==> src/rtl/cpu_pkg.sv <==
// Shared definitions for the multi-cycle CPU controller: opcodes, FSM state
// encoding, instruction field positions and an instruction encoder.
package cpu_pkg;

  localparam int OP_MSB  = 15;
  localparam int OP_LSB  = 12;
  localparam int RD_MSB  = 11;
  localparam int RD_LSB  = 10;
  localparam int RS_MSB  = 9;
  localparam int RS_LSB  = 8;
  localparam int IMM_MSB = 7;
  localparam int IMM_LSB = 0;

  localparam logic [3:0] OP_LDI  = 4'h0;
  localparam logic [3:0] OP_ADD  = 4'h1;
  localparam logic [3:0] OP_SUB  = 4'h2;
  localparam logic [3:0] OP_LD   = 4'h3;
  localparam logic [3:0] OP_ST   = 4'h4;
  localparam logic [3:0] OP_JMP  = 4'h5;
  localparam logic [3:0] OP_JZ   = 4'h6;
  localparam logic [3:0] OP_HALT = 4'h7;

  typedef enum logic [2:0] {
    S_IDLE,
    S_FETCH,
    S_DECODE,
    S_EXEC,
    S_MEMRD,
    S_HALT
  } state_e;

  function automatic logic [15:0] encode(input logic [3:0] op, input logic [1:0] rd,
                                         input logic [1:0] rs, input logic [7:0] imm);
    return {op, rd, rs, imm};
  endfunction

endpackage

==> src/rtl/cpu_alu.sv <==
// Combinational 8-bit add/subtract with zero detect; carry and borrow are dropped.
module cpu_alu (
  input  logic [7:0] a,
  input  logic [7:0] b,
  input  logic       sub,
  output logic [7:0] result,
  output logic       zero
);

  assign result = sub ? (a - b) : (a + b);
  assign zero   = (result == 8'h00);

endmodule

==> src/rtl/cpu_ctrl_fsm.sv <==
// Multi-cycle controller: FETCH/DECODE/EXEC (+MEMRD for loads) over external
// instruction memory, data memory and a 4x8 register file.
module cpu_ctrl_fsm
  import cpu_pkg::*;
#(
  parameter logic [7:0] RESET_PC = 8'h00
) (
  input  logic        clk,
  input  logic        reset,
  input  logic        start,
  output logic [7:0]  imem_addr,
  input  logic [15:0] imem_rdata,
  output logic        dmem_cs,
  output logic        dmem_we,
  output logic [7:0]  dmem_addr,
  output logic [7:0]  dmem_wdata,
  input  logic [7:0]  dmem_rdata,
  output logic [1:0]  rf_raddr_a,
  output logic [1:0]  rf_raddr_b,
  input  logic [7:0]  rf_rdata_a,
  input  logic [7:0]  rf_rdata_b,
  output logic        rf_we,
  output logic [1:0]  rf_waddr,
  output logic [7:0]  rf_wdata,
  output logic [7:0]  pc,
  output logic        busy,
  output logic        halted,
  output logic        zero_flag
);

  state_e      state_q, state_d;
  logic [7:0]  pc_q, pc_d;
  logic [15:0] ir_q, ir_d;
  logic        zero_q, zero_d;

  logic [3:0]  op;
  logic [1:0]  rd;
  logic [1:0]  rs;
  logic [7:0]  imm;
  logic [7:0]  alu_result;
  logic        alu_zero;

  assign op  = ir_q[OP_MSB:OP_LSB];
  assign rd  = ir_q[RD_MSB:RD_LSB];
  assign rs  = ir_q[RS_MSB:RS_LSB];
  assign imm = ir_q[IMM_MSB:IMM_LSB];

  assign imem_addr  = pc_q;
  assign pc         = pc_q;
  assign rf_raddr_a = rd;
  assign rf_raddr_b = rs;
  assign zero_flag  = zero_q;

  cpu_alu u_alu (
    .a      (rf_rdata_a),
    .b      (rf_rdata_b),
    .sub    (op == OP_SUB),
    .result (alu_result),
    .zero   (alu_zero)
  );

  always_ff @(posedge clk or negedge reset) begin
    if (!reset) begin
      state_q <= S_IDLE;
      pc_q    <= RESET_PC;
      ir_q    <= 16'h0000;
      zero_q  <= 1'b0;
    end else begin
      state_q <= state_d;
      pc_q    <= pc_d;
      ir_q    <= ir_d;
      zero_q  <= zero_d;
    end
  end

  // All enables are decoded from the registered state, so an async reset
  // removes them in the same instant the state register clears.
  always_comb begin
    state_d    = state_q;
    pc_d       = pc_q;
    ir_d       = ir_q;
    zero_d     = zero_q;
    dmem_cs    = 1'b0;
    dmem_we    = 1'b0;
    dmem_addr  = 8'h00;
    dmem_wdata = 8'h00;
    rf_we      = 1'b0;
    rf_waddr   = 2'd0;
    rf_wdata   = 8'h00;
    busy       = 1'b0;
    halted     = 1'b0;
    case (state_q)
      S_IDLE: begin
        if (start) begin
          state_d = S_FETCH;
          pc_d    = RESET_PC;
        end
      end
      S_FETCH: begin
        busy    = 1'b1;
        state_d = S_DECODE;
      end
      S_DECODE: begin
        busy    = 1'b1;
        ir_d    = imem_rdata;
        state_d = S_EXEC;
      end
      S_EXEC: begin
        busy    = 1'b1;
        state_d = S_FETCH;
        pc_d    = pc_q + 8'd1;
        case (op)
          OP_LDI: begin
            rf_we    = 1'b1;
            rf_waddr = rd;
            rf_wdata = imm;
          end
          OP_ADD, OP_SUB: begin
            rf_we    = 1'b1;
            rf_waddr = rd;
            rf_wdata = alu_result;
            zero_d   = alu_zero;
          end
          OP_LD: begin
            dmem_cs   = 1'b1;
            dmem_addr = imm;
            state_d   = S_MEMRD;
          end
          OP_ST: begin
            dmem_cs    = 1'b1;
            dmem_we    = 1'b1;
            dmem_addr  = imm;
            dmem_wdata = rf_rdata_a;
          end
          OP_JMP: pc_d = imm;
          OP_JZ: begin
            if (zero_q) pc_d = imm;
          end
          OP_HALT: state_d = S_HALT;
          default: ;
        endcase
      end
      S_MEMRD: begin
        busy     = 1'b1;
        rf_we    = 1'b1;
        rf_waddr = rd;
        rf_wdata = dmem_rdata;
        state_d  = S_FETCH;
      end
      S_HALT: begin
        halted = 1'b1;
        if (start) begin
          state_d = S_FETCH;
          pc_d    = RESET_PC;
          zero_d  = 1'b0;
        end
      end
      default: state_d = S_IDLE;
    endcase
  end

endmodule

==> config.mk <==
export PLATFORM = sky130hd
export DESIGN_NAME = cpu_ctrl_fsm
export DESIGN_NICKNAME = d
export VERILOG_FILES = /design/src/rtl/cpu_pkg.sv /design/src/rtl/cpu_alu.sv /design/src/rtl/cpu_ctrl_fsm.sv
export SDC_FILE = /design/constraint.sdc
export NUM_CORES = 1
export LEC_CHECK = 0
export ABC_AREA = 0
export ABC_CLOCK_PERIOD_IN_PS = 4220
export CAP_MARGIN = 30
export CORE_MARGIN = 10
export CORE_UTILIZATION = 44
export CTS_CLUSTER_SIZE = 25
export DETAILED_ROUTE_END_ITERATION = 16
export GPL_TIMING_DRIVEN = 1
export PLACE_DENSITY_LB_ADDON = 0.12
export SETUP_SLACK_MARGIN = 0.2
export SYNTH_ARGS = -nofsm -noshare
export SYNTH_HDL_FRONTEND = slang
export SYNTH_SLANG_ARGS = --single-unit
export TNS_END_PERCENT = 20
==> constraint.sdc <==
create_clock -name clk -period 4.22 [get_ports clk]
set_clock_uncertainty 0.05 [all_clocks]
set_input_delay 0.844 -clock clk [delete_from_list [all_inputs] [get_ports clk]]
set_output_delay 0.844 -clock clk [all_outputs]
set_load 0.01 [all_outputs]
Yosys cells after proc, flatten, opt, wreduce, memory -nomap -nowiden
Index checks and enable logic that the tools add are counted.
Widths: inputs -> output; s select.
- add/subtract/negate cells: 3
- equality and inequality tests: 15
- muxes and demuxes: 27
- reduce and logical (&&, ||, !) cells: 12
- operator list (kind ; count):
    $pmux 8 s2 ; 4
    $mux 8 ; 7
    $eq 4x3->1 const B ; 4
    $pmux 3 s5 ; 1
    $mux 1 ; 9
    $add 8x1->8 const B ; 1
    $add 8x8->8 ; 1
    $eq 4x2->1 const B ; 2
    $logic_not 8->1 ; 1
    $sub 8x8->8 ; 1
    $eq 3x2->1 const B ; 2
    $eq 3x3->1 const B ; 2
    $pmux 3 s2 ; 1
    $reduce_or 2->1 ; 3
    $eq 4x1->1 const B ; 1
    $logic_not 4->1 ; 1
    $ne 2x1->1 const B ; 2
    $pmux 1 s2 ; 2
    $pmux 2 s2 ; 1
    $reduce_bool 2->1 ; 2
    $reduce_or 4->1 ; 1
    $eq 3x1->1 const B ; 1
    $logic_not 3->1 ; 1
    $mux 3 ; 1
    5 further kinds ; 5
- flip-flop bits (word level): 28
- input port bits: 43
- output and inout bits: 52
- word-level logic and storage cells: 61

Depth between registers and ports, before layout
Gate-level depths: netlist of the first run.
- word-level depth: 5
- gate-level depth with buffers: 11
- depth with buffers taken out: 11

Hierarchy
From an unflattened synthesis of the first run, not the netlist that was laid out.
- cells, all modules: 242
- area, all modules: 2283.4 µm²
- by module, submodules not included (module ; instances ; cells an instance ; area each (µm²) ; seq. area each (µm²)):
    cpu_ctrl_fsm ; 1 ; 179 ; 1820.5 ; 700.7
    cpu_alu ; 1 ; 63 ; 462.9 ; 0.0

Worst setup path after synthesis of the first run
OpenSTA, ideal clock, no wires.
- kind: input-to-output
- from: input rf_rdata_b[0]
- to: output rf_wdata[6]
- arrival time: 2.779 ns
- data required time: 3.326 ns
- path slack: 0.547 ns
- stages: 9
- path buffers: 0
- cell sequence: inv_1 -> ha_1 -> mux2_2 -> fa_1 -> nand2b_1 -> a2111oi_0 -> a311oi_1 -> o21ai_0 -> a22o_1
- word-level cells in the longest chain between the ends: 4
- elaborated cells on any way between the ends: 5
- those cells by class: add/sub: 2; mux: 3
- RTL lines (what ; RTL line ; text):
    from (decl) ; cpu_ctrl_fsm.sv:21 ; input logic [7:0] rf_rdata_b,
    $add 8x8->8 or $sub 8x8->8 (tied branches) ; cpu_alu.sv:10 ; assign result = sub ? (a - b) : (a + b);
    $mux 8 * ; cpu_alu.sv:10 ;
    $pmux 8 s2 * ; cpu_ctrl_fsm.sv:112 ; case (op)
    $pmux 8 s2 * ; cpu_ctrl_fsm.sv:92 ; case (state_q)
    to (decl) ; cpu_ctrl_fsm.sv:24 ; output logic [7:0] rf_wdata,
Mark *: on every way between the ends. The rest lies on a longest branch, timed or not.

Worst setup path in the final report of the first run
- from: input rf_rdata_b[3]
- to: output rf_wdata[6]
The elaborated chain is that of the path after synthesis.

==> impl_metrics.toml, run 1 <==
[run_status]
outcome = "finished, final reports clean"

[synth]
syn_avg_cell_area_um2 = 8.67
synth_enable_flop_cells = 0
ys_warn_count = 0
synth_compound_area_share_pct = 17.7
ys_seq_area_share_pct = 30.0
synth-simple-area-share_pct = 24.4
synth_top_family_by_area = "simple AND/OR/NAND/NOR gates"
synth_top_cell_by_area = "dfrtp_1"
syn_inst = 269
synthArstFlopShare_pct = 100
synthXorXnorAreaFrac_pct = 5.20
ys_types = 53
synth_top_area_share_pct = 30.0
synth-seq-cells = 28
ys.flop_type = "dfrtp_1"
synth_nets = 322
syn_area_um2 = 2330
synthMuxAreaShare_pct = 8.63
ys_top_cells_by_area = "dfrtp_1, mux2_2, ha_1, buf_4, xnor2_1"
yosys.area_share.adder_pct = 5.68

[clock_tree]
cts_tree = "done"
cts_buffers = 3
cts_root_buf = "clkbuf_8"
clk-insertion-delay-late_ns = 0.28
clkTransAtPathRegs_ns = 0.09
ctsHoldBuffers = 0
cts_buffer_depth = 2
clock-sinks = 28
cts_max_level = 1

[die]
core_area_um2 = 5140
die_h_um = 92.8
die_w_um = 92.8
initial_utilization_pct = 45.4
rows = 26
die_area_um2 = 8620
ios = 95

[placement]
dpl.cell_count = 441
gp_congestion = 0.884
hpwl_um = 6020
dpl_worst_slack_ns = -0.571
placement.cell_area_um2 = 3440
port_buffers = 94

[detailed_routing]
viasPerCell = 5.30
ant_nets = 0
vias = 2399
firstDrtPassIters = 4
drtIter0Drc = 146
routedWlPerCell_um = 17.2
drc = 0
totalWireLength_um = 7800

[critical_path]
arrival_ns = 3.13
crit_buf_inv = 4
cpLargestDelayFamily = "compound AO/OA/AOI/OAI gates"
critPathRequiredTime_ns = 3.33
worstPathCellList = "dlygate4sd2_1 > inv_1 > a31oi_1 > xnor2_1 > ha_1 > buf_6 > nand3b_1 > o211ai_1 > a311oi_2 > o21ai_1 > a22o_1 > buf_2"
start_kind = "input port"
crit_slowest_cell = "ha_1"
slowest_delay_ns = 0.31
cp-end-kind = "primary output"
r2r_cells = 11
path_class = "input port to primary output"
worstPathMaxFanout = 4
cp.depth = 12

[timing]
timing.fmax_mhz = 249
finalSetupViolations = 0
setup_slack_ns = 0.199
hold_violations = 0
min_period_over_period_pct = 95.3
slew_violations = 0
rsz0062_at_grt = "yes"
worst_pin_slew_ns = 0.876
max-slew-margin-rel_pct = 41.6
setup-tns-final_ns = 0
period_needed_ns = 4.02

[power]
power_density_nw_per_um2 = 560
power.leakage_nw = 1.54
ir_drop_mv = 0.313

[final_layout]
final-instance-count-excl-fill = 453
n_antenna_cell = 0
fin_nets = 437
fin_util_pct = 72.5
fin_area_um2 = 3730
syn_to_final_growth_pct = 59.7
layout-drive-gt1-share_pct = 25.3

[grt]
grt_first_pass_wirelength_um = 12400
antenna_found_initial = 0
grt_usage_pct = 17.2
overflow = 0
grt_pass1_vias = 2483
grt_max_degree = 29

[worst_hold_path]
min_path_type = "register to register"
min_path_cells = 1

[flow_run]
max-cap-violations = 0
power by group:
part | internal, mW | leakage [nW] | switching [mW]
logic | 0.735 | 1.17 | 0.631
registers | 0.392 | 0.345 | 0.162
clock network | 0.0837 | 0.0288 | 0.0855
total | 1.21 | 1.54 | 0.878
cells in the mapped netlist, drive strengths merged, types with 2 or more instances:
cell	n
dfrtp	28
nor2	20
o21ai	20
buf	19
mux2	17
inv	16
nand2	16
a21oi	15
nor2b	12
nor3	12
xnor2	11
and2	10
ha	9
nand2b	6
nand3	6
a21o	5
nor4	4
a22o	3
a31oi	3
o22ai	3
or2	3
a22oi	2
a32oi	2
and3b	2
nand3b	2
nor3b	2
o211ai	2
o31ai	2
xor2	2
kinds of logic (layout without fill, tap and decap cells):
group,after synthesis,count (layout)
simple gates,100,100
fa+ha+maj,10,10
compound gates,64,64
flops,28,28
mux,18,18
xor+xnor,13,13
buf+inv,36,150
worst paths after layout:
kind	slack, ns	end	from
min in group asynchronous	0.89	imem_addr[5]	reset
worst min-delay path	0.46	ir_q[8]	ir_q[8]
worst min register to register	0.46	ir_q[8]	ir_q[8]
max in group asynchronous	2.97	ir_q[15]	reset
worst max register to register	1.42	zero_flag	ir_q[14]
worst max-delay path	0.20	rf_wdata[6]	rf_rdata_b[3]
through the flow:
stage | hold WS (ns) | total power [mW]
finish | 0.464 | 2.09
global route | 0.478 | 2.25
CTS | 0.468 | 2.01
detailed placement | 0.444 | 1.78
global placement | 0.440 | 1.76
floorplan | 0.427 | 1.31
registers in the layout, summed over array words and instances (netlist names):
name / cells
zero_flag: 1
state_q: 3
ir_q: 16
imem_addr: 8
what timing repair did:
action	4_1_cts	5_1_grt
setup endpoints to repair	7	5
pin swaps	20	23
setup buffers	4	4
gates resized for setup	49	26
per-layer routing:
layer	track usage [%]	routed length, um
met1	20.8	3340
met2	28.8	3660
met3	6.46	739
met4	2.70	50
met5	0	0
placed cells by master (no fill, tap or decap), drive strengths merged, types with 2 or more instances in the layout:
cell type,count
or2,3
a21o,5
and3b,2
o211ai,2
o21ai,20
inv,16
a21oi,15
a32oi,2
nand2b,6
nand3,6
dfrtp,28
nor4,4
nor2b,12
dlygate4sd2,4
and2,10
nor2,20
a31oi,3
ha,9
nor3b,2
clkdlybuf4s50,83
a22oi,2
nor3,12
buf,41
o22ai,3
clkbuf,5
nand3b,2
xnor2,11
nand2,16
mux2,17
a22o,3
xor2,2
o31ai,2
layout make-up:
type / instances / area (um2)
inverter: 16 / 60.1
tap: 70 / 87.6
clock buffer: 4 / 55.1
sequential: 28 / 701
timing repair buffer: 130 / 1220
multi-input combinational: 205 / 1600
fill: 435 / 1410
Note: power is estimated with default switching activity, not from simulation.
==> run 2: changes to the inputs <==
==> constraint.sdc (replaced) <==
create_clock -name clk -period 4.22 [get_ports clk]
set_clock_uncertainty 0.05 [all_clocks]
set_input_delay 0.844 -clock clk [delete_from_list [all_inputs] [get_ports clk]]
set_output_delay 0.844 -clock clk [all_outputs]
set_load 0.05 [all_outputs]
==> run 2 against run 1 <==
Largest cell class unchanged. Power increased by 16%. Critical path type is now register to primary output. Largest power group unchanged. Register-to-register slack got worse by 0.04 ns. Critical endpoint is now rf_wdata[5]. Critical path depth decreased by 1. Core utilization decreased by 0.46 points. Highest routed layer unchanged. First-iteration DRC count decreased by 27%.
==> impl_metrics.toml, run 2 (synthesis results as in run 1) <==
[run_status]
outcome = "finished, final reports clean"

[clock_tree]
clock-sinks = 28
cts_max_level = 1
cts_buffer_depth = 2
clkTransAtPathRegs_ns = 0.11
cts_buffers = 3
clk-insertion-delay-late_ns = 0.28
cts_tree = "done"
cts_root_buf = "clkbuf_8"

[power]
power.internal_mw = 1.21
p_seq_share_pct = 22.9
report.power.total_mw = 2.43
swShare_pct = 50.1
switchingPower_mw = 1.22
power_density_nw_per_um2 = 656
ir_drop_mv = 0.428
power.leakage_nw = 1.49
comb_power_share_pct = 68.0
p_clk_share_pct = 9.1

[critical_path]
cp-end-kind = "primary output"
worstPathMaxFanout = 6
arrival_ns = 3.07
start_kind = "register"
critPathRequiredTime_ns = 3.33
path_class = "register to primary output"

[die]
ios = 95
die_w_um = 92.8
rows = 26
initial_utilization_pct = 45.4
die_area_um2 = 8620
core_area_um2 = 5140
die_h_um = 92.8

[final_layout]
mostFrequentLayoutCell = "clkdlybuf4s50_1"
largest_reg_flops = 16
final-instance-count-excl-fill = 445
layout_common_cells = "clkdlybuf4s50_1, dfrtp_1, buf_4"
n_antenna_cell = 0
n_fill_cell = 423
regMostFlops = "ir_q"
layout-drive-gt1-share_pct = 24.3
fin_util_pct = 72.1
syn_to_final_growth_pct = 58.7
fin_nets = 429

[timing]
worst_pin_slew_ns = 0.857
min_period_over_period_pct = 93.9
slew_violations = 0
finalSetupViolations = 0
setup-tns-final_ns = 0
max-slew-margin-rel_pct = 42.8
period_needed_ns = 3.96
timing.fmax_mhz = 252
rsz0062_at_grt = "yes"
hold_violations = 0

[detailed_routing]
viasPerCell = 5.30
routedWlPerCell_um = 17.0
ant_nets = 0
drtIter0Drc = 107
firstDrtPassIters = 4
vias = 2358
drc = 0
totalWireLength_um = 7560

[grt]
use_met1_pct = 20.9
grtUsageMet2_pct = 29.2
grt_pass1_vias = 2402
grt_usage_pct = 17.0
overflow = 0
antenna_found_initial = 0
grt_max_degree = 29
grt_first_pass_wirelength_um = 12100
use_met3_pct = 4.60
gr-max-usage-layer = "met2"

[placement]
port_buffers = 94
hpwl_um = 6030
gp_congestion = 0.806
dpl.cell_count = 438

[worst_hold_path]
min_path_type = "register to register"

[flow_run]
max-cap-violations = 0
## run 2: cell type report
| cell class | count | area [um2] | share of cell area, % |
|---|---|---|---|
| Sequential cell | 28 | 701 | 18.9 |
| Clock inverter | 1 | 30.0 | 0.811 |
| Multi-Input combinational cell | 205 | 1560 | 42.2 |
| Clock buffer | 3 | 41.3 | 1.11 |
| Timing Repair Buffer | 122 | 1220 | 33.0 |
| Inverter | 16 | 60.1 | 1.62 |
| Tap cell | 70 | 87.6 | 2.36 |
## run 2: final timing paths
path | startpoint | slack [ns] | cells after the start | to
setup / recovery | ir_q[14] | 0.26 | 11 | rf_wdata[5]
hold / removal | ir_q[8] | 0.46 | 1 | ir_q[8]
setup reg to reg | ir_q[14] | 1.38 | 10 | zero_flag
hold reg to reg | ir_q[8] | 0.46 | 1 | ir_q[8]
max in group asynchronous | reset | 2.97 | 2 | ir_q[12]
min in group asynchronous | reset | 0.87 | 2 | imem_addr[7]
## run 2: metrics by stage
step                      hold slack, ns  cell area [um2]  setup slack (ns)
final                              0.464             3700             0.256
after CTS                          0.471             3660             0.185
after detailed placement           0.445             3480            -0.247
after floorplan                    0.427             2330           -0.0719
after global placement             0.439             3480            -0.230
after global routing               0.498             3700             0.160
## run 2: critical path: stages, from the launching register on
cell and delay (ns):
dfrtp_1 0.50, nor4b_4 0.35, buf_4 0.22, nor2_1 0.07
xnor2_1 0.13, ha_1 0.32, buf_4 0.17, o2111a_1 0.17
or3_4 0.38, a32oi_2 0.23, o21ai_2 0.10, buf_12 0.16
## run 2: what timing repair did
item                                    4_1_cts  5_1_grt
gates resized for setup                      34       17
buffers inserted                              1        2
hold buffers                                  0        0
endpoints found under the setup margin        6        5
cloned                                        0        0
pin swaps                                    17       17
## run 2: power by group through the flow
| stage | Combinational (mW) | Sequential [mW] | Clock (mW) |
|---|---|---|---|
| CTS | 1.63 | 0.556 | 0.224 |
| finish | 1.65 | 0.558 | 0.221 |
| detailed placement | 1.59 | 0.562 | 0 |
| floorplan | 1.07 | 0.598 | 0 |
| global placement | 1.57 | 0.552 | 0 |
| global route | 1.76 | 0.579 | 0.237 |
## run 2: layer usage
layer,routed length [um],part of all wire [%]
met5,0,0
met4,25,0.33
met3,597,7.9
met2,3790,50
met1,3140,42
==> run 3: changes to the inputs <==
--- a/config.mk
+++ b/config.mk
@@ -6,7 +6,6 @@
 export NUM_CORES = 1
 export LEC_CHECK = 0
 export ABC_AREA = 0
-export ABC_CLOCK_PERIOD_IN_PS = 4220
 export CAP_MARGIN = 30
 export CORE_MARGIN = 10
 export CORE_UTILIZATION = 44
==> results of run 3 <==
No change in the layout: final DEF, timing and power equal those of run 2.
